==> src/rtl/run_read_issuer.sv <==
// Issues round-robin AXI read bursts for several leaf channels and tracks the returning beats
// so it can mark sub-run boundaries and signal when the whole run has drained.
module run_read_issuer #(
    parameter int NUM_READ_CHANNELS  = 4,
    parameter int C_M_AXI_ADDR_WIDTH = 64,
    parameter int C_XFER_SIZE_WIDTH  = 64,
    parameter int C_BURST_SIZE_BYTES = 1024,
    localparam int CH_W = $clog2(NUM_READ_CHANNELS)
) (
    input  logic                                                aclk,
    input  logic                                                ap_rst_n,
    input  logic                                                read_start,
    input  logic [NUM_READ_CHANNELS-1:0][C_M_AXI_ADDR_WIDTH-1:0] read_addr,
    input  logic [C_XFER_SIZE_WIDTH-1:0]                        read_size_in_bytes,
    input  logic                                                read_divide,
    input  logic [C_XFER_SIZE_WIDTH-1:0]                        read_run_count,
    output logic                                                single_run_read_done,
    output logic                                                busy,
    output logic                                                m_arvalid,
    input  logic                                                m_arready,
    output logic [C_M_AXI_ADDR_WIDTH-1:0]                       m_araddr,
    output logic [7:0]                                          m_arlen,
    output logic [CH_W-1:0]                                     m_arid,
    input  logic                                                m_rvalid,
    output logic                                                m_rready,
    input  logic [CH_W-1:0]                                     m_rid,
    input  logic                                                m_rlast,
    output logic [NUM_READ_CHANNELS-1:0]                        run_boundary
);

    localparam int N  = NUM_READ_CHANNELS;
    localparam int AW = C_M_AXI_ADDR_WIDTH;
    localparam int XW = C_XFER_SIZE_WIDTH;
    localparam logic [XW-1:0] BURST = XW'(C_BURST_SIZE_BYTES);
    localparam logic [XW-1:0] ONE   = XW'(1);

    typedef enum logic [1:0] {IDLE, ISSUE, DRAIN, DONE} state_t;

    state_t                 state;
    logic [N-1:0][AW-1:0]   addr;
    logic [N-1:0][XW-1:0]   remaining;
    logic [N-1:0][XW-1:0]   beat_cnt;
    logic [N-1:0][XW-1:0]   sub_cnt;
    logic [XW-1:0]          expected;
    logic [XW-1:0]          run_count;
    logic [XW-1:0]          outstanding;
    logic [XW-1:0]          burst_len;
    logic                   divide;
    logic [CH_W-1:0]        cur_ch;

    logic                   sel_found;
    logic [CH_W-1:0]        sel_ch;
    logic [XW-1:0]          sel_len;
    logic                   all_beats;
    logic                   ar_hs;
    logic                   r_hs;
    logic                   rl_hs;

    assign ar_hs = m_arvalid && m_arready;
    assign r_hs  = m_rvalid && m_rready;
    assign rl_hs = r_hs && m_rlast;
    assign busy  = (state != IDLE);

    // Round-robin search from cur_ch; descending loop so the nearest non-empty channel wins.
    always_comb begin
        logic [CH_W-1:0] idx;
        idx       = '0;
        sel_found = 1'b0;
        sel_ch    = cur_ch;
        for (int i = N - 1; i >= 0; i--) begin
            idx = cur_ch + CH_W'(i);
            if (remaining[idx] != '0) begin
                sel_found = 1'b1;
                sel_ch    = idx;
            end
        end
        sel_len   = (remaining[sel_ch] < BURST) ? remaining[sel_ch] : BURST;
        all_beats = 1'b1;
        for (int c = 0; c < N; c++) begin
            if (beat_cnt[c] != expected) all_beats = 1'b0;
        end
    end

    always_ff @(posedge aclk or negedge ap_rst_n) begin
        if (!ap_rst_n) begin
            state                <= IDLE;
            addr                 <= '0;
            remaining            <= '0;
            beat_cnt             <= '0;
            sub_cnt              <= '0;
            expected             <= '0;
            run_count            <= '0;
            outstanding          <= '0;
            burst_len            <= '0;
            divide               <= 1'b0;
            cur_ch               <= '0;
            m_arvalid            <= 1'b0;
            m_araddr             <= '0;
            m_arlen              <= '0;
            m_arid               <= '0;
            m_rready             <= 1'b0;
            single_run_read_done <= 1'b0;
            run_boundary         <= '0;
        end else begin
            single_run_read_done <= 1'b0;
            run_boundary         <= '0;

            if (r_hs) begin
                beat_cnt[m_rid] <= beat_cnt[m_rid] + ONE;
                if (divide) begin
                    if (sub_cnt[m_rid] + ONE == run_count) begin
                        sub_cnt[m_rid]      <= '0;
                        run_boundary[m_rid] <= 1'b1;
                    end else begin
                        sub_cnt[m_rid] <= sub_cnt[m_rid] + ONE;
                    end
                end else if (beat_cnt[m_rid] + ONE == expected) begin
                    run_boundary[m_rid] <= 1'b1;
                end
            end

            // A simultaneous AR handshake and rlast beat cancel out.
            if (ar_hs && !rl_hs) begin
                outstanding <= outstanding + ONE;
            end else if (!ar_hs && rl_hs) begin
                outstanding <= outstanding - ONE;
            end

            case (state)
                IDLE: begin
                    if (read_start) begin
                        addr        <= read_addr;
                        remaining   <= {N{read_size_in_bytes}};
                        expected    <= read_size_in_bytes >> 6;
                        divide      <= read_divide;
                        run_count   <= (read_run_count == '0) ? ONE : read_run_count;
                        beat_cnt    <= '0;
                        sub_cnt     <= '0;
                        outstanding <= '0;
                        cur_ch      <= '0;
                        if (read_size_in_bytes == '0) begin
                            state <= DONE;
                        end else begin
                            state    <= ISSUE;
                            m_rready <= 1'b1;
                        end
                    end
                end
                ISSUE: begin
                    // AR fields are only reloaded while arvalid is low, so they hold during stalls.
                    if (m_arvalid) begin
                        if (m_arready) begin
                            m_arvalid         <= 1'b0;
                            addr[m_arid]      <= addr[m_arid] + AW'(burst_len);
                            remaining[m_arid] <= remaining[m_arid] - burst_len;
                            cur_ch            <= m_arid + CH_W'(1);
                        end
                    end else if (sel_found) begin
                        m_arvalid <= 1'b1;
                        m_araddr  <= addr[sel_ch];
                        m_arlen   <= 8'((sel_len >> 6) - ONE);
                        m_arid    <= sel_ch;
                        burst_len <= sel_len;
                    end else begin
                        state <= DRAIN;
                    end
                end
                DRAIN: begin
                    if (all_beats && outstanding == '0) begin
                        state    <= DONE;
                        m_rready <= 1'b0;
                    end
                end
                DONE: begin
                    single_run_read_done <= 1'b1;
                    state                <= IDLE;
                end
                default: state <= IDLE;
            endcase
        end
    end

endmodule
==> config.mk <==
export PLATFORM = sky130hd
export DESIGN_NAME = run_read_issuer
export DESIGN_NICKNAME = d
export VERILOG_FILES = /design/src/rtl/run_read_issuer.sv
export SDC_FILE = /design/constraint.sdc
export NUM_CORES = 2
export LEC_CHECK = 0
export ABC_AREA = 1
export BUFFER_PORTS_ARGS = -buffer_cell sky130_fd_sc_hd__buf_4
export CAP_MARGIN = 0
export CELL_PAD_IN_SITES_DETAIL_PLACEMENT = 0
export CELL_PAD_IN_SITES_GLOBAL_PLACEMENT = 2
export CORE_ASPECT_RATIO = 2
export CORE_MARGIN = 2
export CORE_UTILIZATION = 33
export CTS_BUF_LIST = sky130_fd_sc_hd__clkbuf_4
export DETAILED_ROUTE_END_ITERATION = 8
export GPL_ROUTABILITY_DRIVEN = 0
export PLACE_DENSITY = 0.81
export SYNTH_ARGS = -nofsm -noshare
export SYNTH_HDL_FRONTEND = slang
export SYNTH_SLANG_ARGS = --single-unit
==> constraint.sdc <==
create_clock -name aclk -period 4.8 [get_ports aclk]
set_clock_uncertainty 0.05 [all_clocks]
set_input_delay 0.96 -clock aclk [delete_from_list [all_inputs] [get_ports aclk]]
set_output_delay 0.96 -clock aclk [all_outputs]
set_load 0.02 [all_outputs]
==> flow_metrics.py <==
metrics = {
    "critical_path": {
        "crit_path_end_kind": "register",
        "critical_path_required_ns": 6.03,
        "cp-start-kind": "register",
        "reg2reg_depth": 27,
        "worstPathMaxFanout": 20,
        "path_class": "reg2reg",
        "arrival_ns": 6.03,
    },
    "sta": {
        "maxSlewViolCount": 0,
        "fin_crit_sh": 1.00,
        "max_slew_margin": 0.122,
        "setup_violations": 1,
        "tightest_slew_ns": 1.31,
        "rsz0062_at_grt": "true",
        "fmax_ghz": 0.208,
        "finalWorstSetupSlack_ns": -0.00161,
        "finalHoldViolations": 0,
        "fin_crit_ns": 4.80,
    },
    "floorplanning": {
        "core_area_um2": 272000,
        "ios": 475,
        "rows": 271,
        "die_area_um2": 278000,
        "start_util": 0.332,
        "die_h_um": 743,
        "dieWidth_um": 374,
    },
    "yosys": {
        "avgSynthCellArea_um2": 6.93,
        "synthArstFlopShare": 1.00,
        "syn-num-nets": 13600,
        "seq_area_frac_synth": 0.377,
        "synth_ff_type": "dfrtp_1",
        "synth_edf_count": 0,
        "ys_ff_latch": 1360,
        "ys_types": 68,
        "synth_area_um2": 90200,
        "synthCells": 13000,
        "yosysWarnings": 0,
    },
    "clock_network": {
        "tritoncts": "yes",
        "insertion_delay_ns": 1.42,
        "clock_path_buffers": 4,
        "cts_sinks": 1360,
        "htreeDepth": 5,
        "path_clk_slew_ns": 0.07,
        "cts_buffers": 354,
        "cts_root_buf": "clkbuf_4",
    },
    "drt": {
        "drc": 3,
        "num_vias": 107000,
        "routedWlPerCell_um": 26.6,
        "drt_first_pass_iters": 9,
        "antenna_left": 0,
        "wl_um": 501000,
        "vias_per_cell": 5.68,
        "initialDrtViolationCount": 10500,
    },
    "global_routing": {
        "grt_antenna_before_repair": 43,
        "grt_overflow": 0,
        "grt_pass1_wl_um": 706000,
        "grt_usage": 0.344,
        "first_global_vias": 106000,
        "grt_max_degree": 151,
    },
    "hold_path": {
        "hold_class": "in2reg",
        "hold_depth": 4,
    },
    "layout": {
        "fin_util": 0.437,
        "design_area_um2": 119000,
        "layout-drive-gt1-share": 0.195,
        "multi_input_area_um2": 49600,
        "regArea_um2": 34000,
        "nNetsFinal": 15600,
        "nFillCells": 28100,
        "syn2layout_area_growth_pct": 31.7,
    },
    "pwr": {
        "p_per_area_nw_per_um2": 785,
        "peakVddDrop_mv": 0.785,
        "leakage_nw": 55.3,
    },
    "outcome": {
        "status": "finished, violations left",
        "violations": "design-rule violations, negative setup slack",
    },
    "placement": {
        "place_hpwl_um": 363000,
        "io_buffers": 474,
        "place_area_um2": 108000,
    },
    "job": {
        "drv_cap": 0,
    },
}
[layout by cell type, fill, tap and decap left out, types with 137 or more instances in the layout]
cell	synthesis	final
nand2_1	2685	2625
buf_4	21	1902
dfrtp_1	1360	1357
a21oi_1	1365	1327
nor2_1	1363	1326
o21ai_0	1295	1236
inv_1	1197	1185
nand3_1	1003	987
clkbuf_4	0	478
dlygate4sd3_1	0	387
nand4_1	184	184
xnor2_1	189	182
a2bb2oi_1	170	167
o22ai_1	161	160
xor2_1	160	154
nor3_1	147	137
[final cells by class]
class / instances / share of cell area
inverter: 1236 / 0.0400
clock buffer: 478 / 0.0302
antenna: 30 / 0.000632
tap: 3549 / 0.0374
multi-input combinational: 9637 / 0.418
clock inverter: 103 / 0.00589
timing repair buffer: 2465 / 0.182
sequential: 1360 / 0.287
[synthesized netlist by cell type, drive strengths merged (76+ instances only)]
| master | number | share of area |
|---|---|---|
| a21oi | 1365 | 0.076 |
| a22oi | 118 | 0.0098 |
| o22ai | 161 | 0.011 |
| a31oi | 92 | 0.0064 |
| nand3 | 1004 | 0.056 |
| nand4 | 184 | 0.013 |
| nor4 | 76 | 0.0054 |
| or2 | 85 | 0.0059 |
| xnor2 | 189 | 0.018 |
| dfrtp | 1360 | 0.38 |
| inv | 1226 | 0.051 |
| clkbuf | 614 | 0.026 |
| o21ai | 1330 | 0.074 |
| ha | 140 | 0.019 |
| nor2 | 1368 | 0.057 |
| o211ai | 81 | 0.0067 |
| xor2 | 161 | 0.016 |
| nor3 | 159 | 0.0095 |
| nand2 | 2686 | 0.11 |
| a2bb2oi | 170 | 0.017 |
| buf | 170 | 0.0093 |
[routing by layer]
metal | vias to the layer above | track usage | wire [µm]
met5 | - | 0 | 57
met4 | 8 | 0.345 | 59400
met3 | 1971 | 0.0727 | 39400
met2 | 6021 | 0.582 | 238000
met1 | 51100 | 0.346 | 164000
li1 | 48000 | - | -
[final timing paths]
path,from,end,slack (ns)
max in group asynchronous,ap_rst_n,addr[10],3.07
max,m_arid[0],addr[119],-0.002
min in group asynchronous,ap_rst_n,burst_len[11],0.31
max reg2reg,m_arid[0],addr[119],-0.002
min reg2reg,m_arlen[7],m_arlen[7],0.44
min,read_addr[45],addr[45],0.19
[worst max-delay path, stage by stage, from the launching register on]
cell	delay [ns]
dfrtp_4	0.51
buf_12	0.17
clkinv_8	0.11
buf_16	0.18
buf_12	0.17
o21ai_0	0.16
o22ai_1	0.10
buf_4	0.16
ha_4	0.28
nand2_1	0.05
o21ai_1	0.16
buf_4	0.18
a21oi_1	0.07
buf_4	0.14
o21ai_1	0.16
buf_4	0.15
a21oi_1	0.06
buf_4	0.17
o21ai_4	0.15
a21oi_2	0.09
o21ai_2	0.15
buf_4	0.16
nand2_1	0.11
o21ai_4	0.23
a21o_1	0.27
nand2_1	0.22
nand3_1	0.14
a21oi_1	0.07
[registers in the layout, summed over array words and instances, names as in the netlist, 4 cells and up]
name,flops
remaining,256
expected,58
m_araddr,64
beat_cnt,256
outstanding,64
burst_len,64
addr,256
m_arlen,8
run_boundary,4
sub_cnt,256
run_count,64
[logic make-up after synthesis]
kind of cell / Yosys count / share of synthesized area
simple gates: 5628 / 0.264
fa+ha+maj: 142 / 0.0199
compound gates: 3511 / 0.217
buf+inv: 2020 / 0.0863
mux: 1 / 0.000111
flops: 1360 / 0.377
xor+xnor: 355 / 0.0353
[timing repair]
action                                  CTS  global route
hold buffers                            387             0
endpoints found under the hold margin   863             0
setup buffers                             1            41
pin swaps                                 1            70
gates cloned                              1            22
endpoints found under the setup margin  233           246
resized for setup                        89           326
[report_power, final]
part	switching, W	total [W]	internal [W]
Clock	0.00570	0.0108	0.00512
Combinational	0.0387	0.0608	0.0221
Sequential	0.00508	0.0217	0.0166
Total	0.0495	0.0933	0.0438
[through the flow]
stage | setup TNS (ns) | hold slack, ns | setup slack [ns] | total power (W) | std cells
final | -0.00161 | 0.192 | -0.00161 | 0.0933 | 18900
after global routing | -1.20 | 0.135 | -0.220 | 0.0978 | 18800
after CTS | -0.00438 | 0.000576 | -0.00438 | 0.0891 | 18800
after detailed placement | -235.09 | 0.425 | -1.12 | 0.0773 | 17800
after global placement | -240.40 | 0.424 | -1.07 | 0.0766 | 17800
after floorplan | 0 | 0.401 | 0.0650 | 0.0486 | 13000
Power figures use the tool's default switching activity.
